[src/rtl/regbank_writeback.sv]
// Write-back buffer in front of RegBank: small FIFO of {data, dest}, one-hot drain, busy scoreboard.
// Optional same-cycle bypass when empty is enabled by defining WB_BYPASS_EN.
module regbank_writeback #(
    parameter int unsigned DATA_W = 16,
    parameter int unsigned NREG   = 16,
    parameter int unsigned ADDR_W = 4,
    parameter int unsigned DEPTH  = 2
) (
    input  logic                   clk,
    input  logic                   reset,
    input  logic                   in_valid,
    output logic                   in_ready,
    input  logic [DATA_W-1:0]      in_data,
    input  logic [ADDR_W-1:0]      in_dest,
    input  logic                   wb_hold,
    output logic [DATA_W-1:0]      ALUBus,
    output logic [NREG-1:0]        regEnable,
    output logic [NREG-1:0]        busy,
    output logic [$clog2(DEPTH):0] count
);
    localparam int unsigned IDX_W = $clog2(DEPTH);
    localparam int unsigned PTR_W = IDX_W + 1;
    localparam logic [NREG-1:0] ONE_HOT0 = {{(NREG-1){1'b0}}, 1'b1};

    logic [DATA_W-1:0] data_q [DEPTH];
    logic [ADDR_W-1:0] dest_q [DEPTH];
    logic [PTR_W-1:0]  wr_ptr_q, wr_ptr_d;
    logic [PTR_W-1:0]  rd_ptr_q, rd_ptr_d;
    logic [IDX_W-1:0]  wr_idx, rd_idx;
    logic              empty, full, push, pop, bypass;

    assign wr_idx = wr_ptr_q[IDX_W-1:0];
    assign rd_idx = rd_ptr_q[IDX_W-1:0];
    assign empty  = (wr_ptr_q == rd_ptr_q);
    assign full   = (wr_idx == rd_idx) && (wr_ptr_q[IDX_W] != rd_ptr_q[IDX_W]);
    assign count  = wr_ptr_q - rd_ptr_q;

`ifdef WB_BYPASS_EN
    // Reset gates the bypass so outputs are zero for the whole reset interval.
    assign bypass = empty && !wb_hold && in_valid && !reset;
`else
    assign bypass = 1'b0;
`endif

    // No pass-through when full: a pop in the same cycle does not open in_ready.
    assign in_ready = !full;
    assign push     = in_valid && !full && !bypass;
    assign pop      = !empty && !wb_hold;

    assign wr_ptr_d = wr_ptr_q + PTR_W'(push);
    assign rd_ptr_d = rd_ptr_q + PTR_W'(pop);

    always_ff @(posedge clk or posedge reset) begin
        if (reset) begin
            wr_ptr_q <= '0;
            rd_ptr_q <= '0;
        end else begin
            wr_ptr_q <= wr_ptr_d;
            rd_ptr_q <= rd_ptr_d;
        end
    end

    always_ff @(posedge clk) begin
        if (push) begin
            data_q[wr_idx] <= in_data;
            dest_q[wr_idx] <= in_dest;
        end
    end

    always_comb begin
        ALUBus    = '0;
        regEnable = '0;
        if (pop) begin
            ALUBus    = data_q[rd_idx];
            regEnable = ONE_HOT0 << dest_q[rd_idx];
        end else if (bypass) begin
            ALUBus    = in_data;
            regEnable = ONE_HOT0 << in_dest;
        end
    end

    // Walk the live window from the head; slots beyond count hold stale entries.
    always_comb begin
        logic [IDX_W-1:0] slot;
        busy = '0;
        slot = '0;
        for (int unsigned k = 0; k < DEPTH; k++) begin
            slot = rd_idx + IDX_W'(k);
            if (PTR_W'(k) < count) begin
                busy[dest_q[slot]] = 1'b1;
            end
        end
    end

endmodule
[config.mk]
export PLATFORM = sky130hd
export DESIGN_NAME = regbank_writeback
export DESIGN_NICKNAME = d
export VERILOG_FILES = /design/src/rtl/regbank_writeback.sv
export SDC_FILE = /design/constraint.sdc
export NUM_CORES = 1
export LEC_CHECK = 0
export CORE_MARGIN = 4
export CORE_UTILIZATION = 40
export CTS_CLUSTER_DIAMETER = 80
export DETAILED_ROUTE_END_ITERATION = 10
export PLACE_DENSITY = 0.73
export SLEW_MARGIN = 25
export SYNTH_ARGS = -nofsm -noshare
export SYNTH_HDL_FRONTEND = slang
export SYNTH_SLANG_ARGS = --single-unit
[constraint.sdc]
create_clock -name clk -period 2.4 [get_ports clk]
set_input_delay 0.48 -clock clk [delete_from_list [all_inputs] [get_ports clk]]
set_output_delay 0.48 -clock clk [all_outputs]
set_load 0.05 [all_outputs]
# Word-level counts from Yosys, hierarchy flattened
# Memory sizes are Yosys's and may differ from the RTL's.
# Index checks and enable logic that the tools add are counted.
[word_totals] regBits=4 latch_bits=0 mem_bits_rw=40 rom_bits=0 output_inout_bits=51 word_cells=37 mem_count=2
[memory_table] memory="data_q" words=2 width=16 read_ports=1 rd_ports_with_merged_regs=0 wr=1 line_no="25" source="logic [DATA_W-1:0] data_q [DEPTH];"
[memory_table] memory="dest_q" words=2 width=4 read_ports=2 rd_ports_with_merged_regs=0 wr=1 line_no="26" source="logic [ADDR_W-1:0] dest_q [DEPTH];"
[classes] add_sub_neg=4 n_mul=0 n_div=0 magnitude_cmp=6 eq_ne=3 shifts=1 n_mux=10 bitwise=1 n_reduce_logical=8
[ops] operator="$mux W16" count=4
[ops] operator="$or A16 B16 Y16" count=1
[ops] operator="$shl A1 B4 Y16 const A" count=1
[ops] operator="$lt A4 B5 Y1 const B" count=2
[ops] operator="$demux W1 S4" count=2
[ops] operator="$ge A4 B1 Y1 const B" count=2
[ops] operator="$logic_and A1 B1 Y1" count=5
[ops] operator="$add A2 B1 Y2" count=2
[ops] operator="$lt A1 B2 Y1 const A" count=2
[ops] operator="$mux W1" count=4
[ops] operator="$logic_not A1 Y1" count=3
[ops] operator="$eq A2 B2 Y1" count=1
[ops] operator="$sub A2 B2 Y2" count=1
[ops] operator="$add A1 B1 Y1 const B" count=1
[ops] operator="$eq A1 B1 Y1" count=1
[ops] operator="$ne A1 B1 Y1" count=1

# Depth between registers and ports, before layout
# An unclocked memory read counts as a cell.
[depth] depth_word=8 mapped_depth=7 depth_no_buf=6

# Worst setup path after synthesis
# No wires, ideal clock.
[synth_path] kind="reg-to-output" startpoint="register rd_ptr_q[0]" endpoint="output regEnable[10]" t_arrival_ps=2220 t_required_ps=1920 path_slack_ps=-300 stages_incl_launch_ff=5 n_path_buf=1 cell_sequence="dfrtp_1 -> ha_1 -> a21o_1 -> clkbuf_1 -> nor3_1"
[synth_via] elab_chain_cells=4 elab_cells_between_ends=6 cone_classes="1 x eq/ne; 1 x shift; 1 x mux; 2 x reduce/logical; 1 x memory"
[synth_rtl] element="start, declared" line_no="28" source="logic [PTR_W-1:0] rd_ptr_q, rd_ptr_d;"
[synth_rtl] element="start signal, assigned" line_no="59" source="rd_ptr_q <= rd_ptr_d;"
[synth_rtl] element="$eq A2 B2 Y1" line_no="34" source="assign empty = (wr_ptr_q == rd_ptr_q);"
[synth_rtl] element="$logic_not A1 Y1" line_no="48" source="assign pop = !empty && !wb_hold;"
[synth_rtl] element="$logic_and A1 B1 Y1" line_no="48"
[synth_rtl] element="$mux W16 *" line_no="73" source="if (pop) begin"
[synth_rtl] element="end, declared" line_no="17" source="output logic [NREG-1:0] regEnable,"
# Mark *: on every way between the ends. The rest lies on a longest branch, timed or not.

# Worst setup path in the final report
[layout_path] startpoint="register rd_ptr_q[0]" endpoint="output regEnable[14]"
# Same word-level chain as after synthesis.

==> summary by stage <==
Run
Max-cap violations in this run came to 0.

Timing
Setup repair after global routing could not meet its margin everywhere. The maximum clock skew at final layout is 0.00615 ns. The final number of max-transition violations is 0. The worst hold margin is 0.366 ns. In this run the tightest slew margin relative to its limit is 64.6%. The number of hold-slack violations in the final timing report came to 0. The final critical path time including I/O delays and setup is 2.36 ns.

Setup violations remaining at the end of the flow were counted as 0. Timing would allow up to 423 MHz. For the pin with the worst max-slew slack, the measured transition is 0.529 ns.

The part of the cycle the worst path needs is 98.5%.

Global routing
The total global routing overflow is 0. The first global-routing pass estimated 10900 µm of wire. The pin count of the biggest net entering global routing is 50. The overall fraction of global-route tracks in use is 18.8%. The initial antenna violation count was 0.

The number of global-route vias before repair is 2144.

Floorplan
In this run the core area contains 27 standard-cell rows. After floorplanning, the core was sized to cover 5640 µm². The floorplan step defined a die boundary enclosing 7290 µm². In this run the vertical extent of the chip is 85.4 µm. The number of ports placed on the die boundary is 75. The initial core utilization is 42.4%. Measured along the x axis, the die boundary spans 85.4 µm.

Worst setup path
Of all nets on the critical path, the largest fanout is 25. The endpoint class of the critical path is a primary output. The top cell family by delay on the critical path is simple AND/OR/NAND/NOR gates. The largest stage delay on the critical path is 0.48 ns. The signal on the critical path passes through buf_12 > and3b_1 > nor2_2 > nor3_2 > buf_4 > buf_12. The slowest stage of the critical path belongs to the cell sky130_fd_sc_hd__dfrtp_2. STA classifies the critical path startpoint as a register. The most common cell type on the critical path is sky130_fd_sc_hd__buf_12. The critical path class is register to primary output.

The required time reported for the critical path endpoint is 1.92 ns. Data arrives at the worst endpoint at 1.88 ns. The worst path buffer plus inverter count is 3.

Power
The areal power density over the cells is 1570 nW/µm². Overall power consumption after layout is estimated at 6.48 mW. The largest vdd supply drop is 1250 µV.

The static leakage is 1.54 nW.

Synth
The number of synthesized register bits is 44. The synthesized area per cell is 11.6 µm². Summing the areas of all and, or, nand and nor instances in the mapped netlist gives 17.9% of the synthesized area. The fraction of the mapped netlist area in adder cells is 2.09%. The number of flops mapped to enable cells by yosys is 40. The synthesized design devotes to its leading area cell type 50.2% of total area. The most used flip-flop cell after synthesis is sky130_fd_sc_hd__edfxtp_1.

In the synthesized netlist, mux cells make up 6.69% of the area. The cell area after technology mapping is 2390 µm². The count of warnings emitted by yosys is 0. Synthesis produced a netlist with a net count of 235. The post-synthesis cell count is 207. Summing the areas of all compound-gate instances in the mapped netlist gives 13.7% of the synthesized area. The XOR/XNOR share of the synthesized area is 2.14%. The share of async-settable or async-resettable flops after synthesis is 9.09%. The most numerous cell in the Yosys netlist is sky130_fd_sc_hd__edfxtp_1. The synthesized design spends more area on one cell type than any other, namely sky130_fd_sc_hd__edfxtp_1. After synthesis, flip-flops and latches occupy 54.4% of the total area.

By area the synthesized netlist is led by sky130_fd_sc_hd__edfxtp_1 50%, sky130_fd_sc_hd__mux2i_1 6.7%, sky130_fd_sc_hd__o221ai_1 5.9%, sky130_fd_sc_hd__and3b_1 4.4%, sky130_fd_sc_hd__dfrtp_1 4.2%. The number of distinct library cell variants in the gate-level netlist after synthesis is 25. By area, the combinational part of the netlist is dominated by simple AND/OR/NAND/NOR gates. Ranked by instance count, the synthesized netlist is headed by 40 x sky130_fd_sc_hd__edfxtp_1, 24 x sky130_fd_sc_hd__nor2_1, 20 x sky130_fd_sc_hd__nor3_1.

Placed design
The wire-length estimate of the detail-placed layout is 4930 µm. The count of buffers inserted at the top-level ports is 74. At the end of routability-driven placement, the weighted congestion stood at 0.859.

Routing
The met2 layer wire length in the routed design is 3540 µm. The wire length reported by the detailed router is 6790 µm. Once detail routing completed, the nets flagged for antenna violations numbered 0.

Detailed routing placed a total of 505 µm of wire on met3. For this run, design rule violations remaining after detail routing come to 0. The total via count in the routed design is 2112.

The top layer reached by signal wires is met4. The number of iterations in the first detailed-routing pass is 4. The routed metal-1 wirelength is 2670 µm. The first-iteration detailed-routing DRC count is 121.

Using the TritonRoute via totals, the vias-per-cell ratio works out to 5.65. The routed wirelength normalized by instance count is 18.1 µm.

Clock network
The insertion delay to the later sink of the worst-skew pair is 0.30 ns. Clock tree synthesis selected as its root buffer the cell sky130_fd_sc_hd__clkbuf_8. The CTS tree is done.

The clock buffer count from CTS is 5. The H-tree depth reported by CTS is 2. The deepest clock path buffer count is 2.

The tree built by TritonCTS fans out to 44 sinks. The post-CTS clock slew at the launch and capture registers of the worst setup and hold paths is 0.08 ns.

Finish
The growth of design area from synthesis to finish is 72.1%. At the end of the flow, the number of nets in the layout was 329. The number of antenna diodes in the final layout is 0.

The share of cells above drive strength 1 is 46.7%.

Hold path
The min-delay analysis places its worst path in the category input pin to async pin.

Run status
The run finished with clean final reports.
## worst reg2reg max path, delay by kind of cell, from the launching register on
family                   cells  cell delay [ns]
buffers and inverters        1             0.28
adder cells (fa/ha/maj)      2             0.39
flip-flops                   1             0.48
AND/OR/NAND/NOR              2             0.31
## flip-flops by register name, summed over array words and instances, names as in the netlist
signal and cells:
wr_ptr_q 2, rd_ptr_q 2, data_q 32, dest_q 8
## placed cells by master (no fill, tap or decap), drive strengths merged, types with 2 or more instances in the layout
master / instances
mux2i: 16
xor2: 2
edfxtp: 40
clkbuf: 7
a21oi: 16
and3: 4
buf: 73
nor2: 25
o22ai: 16
inv: 5
nor3: 20
o221ai: 16
and3b: 12
ha: 4
clkdlybuf4s50: 23
nor3b: 12
dfrtp: 4
## metrics by stage
| stage | std cells | TNS (ns) | setup WS (ns) | cell area (µm²) | utilization, % |
|---|---|---|---|---|---|
| floorplan | 207 | -4.57 | -0.300 | 2450 | - |
| global placement | 362 | 0 | 0.170 | 3710 | 65.7 |
| detailed placement | 362 | 0 | 0.101 | 3710 | 65.7 |
| CTS | 371 | -0.353 | -0.0614 | 3900 | 69.1 |
| global route | 374 | -0.172 | -0.0387 | 4120 | 73.0 |
| finish | 374 | 0 | 0.0365 | 4120 | 73.0 |
## where the power goes
part           switching, mW  internal, mW
Sequential             0.174          1.13
Clock                  0.249         0.207
Combinational           2.78          1.94
## what timing repair did
action / 4_1_cts / 5_1_grt
gates cloned: 0 / 1
resized for setup: 18 / 39
pin swaps: 0 / 2
buffers inserted: 1 / 2
hold buffers: 0 / 0
hold endpoints to repair: 0 / 0
setup endpoints to repair: 29 / 33
## final timing paths
kind                        startpoint            end  slack (ns)  cells past startpoint
min reg2reg                rd_ptr_q[1]    rd_ptr_q[1]        0.53                      1
max reg2reg                rd_ptr_q[0]   dest_q[0][2]        0.61                      5
max                        rd_ptr_q[0]  regEnable[14]        0.04                      6
min in group clk           rd_ptr_q[1]    rd_ptr_q[1]        0.53                      1
max in group asynchronous        reset    rd_ptr_q[0]        1.86                      2
min                              reset    wr_ptr_q[0]        0.37                      2
## cells by family (layout without fill, tap and decap cells)
| kind of cell | Yosys count | in the layout |
|---|---|---|
| adder cells (fa/ha/maj) | 4 | 4 |
| AO/OA/AOI/OAI | 49 | 49 |
| buffers and inverters | 15 | 110 |
| multiplexers | 16 | 16 |
| XOR/XNOR | 4 | 4 |
| flip-flops | 44 | 44 |
| AND/OR/NAND/NOR | 75 | 75 |
## routing by layer
layer / up-vias / global-route usage (%)
met5: - / 0
met1: 1017 / 22.7
li1: 1008 / -
met4: 0 / 3.45
met2: 81 / 33.0
met3: 6 / 5.92
## area by class of cell
| class | instances | area [µm²] |
|---|---|---|
| clock inverters | 2 | 16.3 |
| flip-flops and latches | 44 | 1300 |
| inverters | 5 | 18.8 |
| clock buffers | 6 | 72.6 |
| multi-input cells | 148 | 1310 |
| well taps | 72 | 90.1 |
| fillers | 384 | 1520 |
| repair buffers | 97 | 1310 |
(Power assumes the default switching activity.)
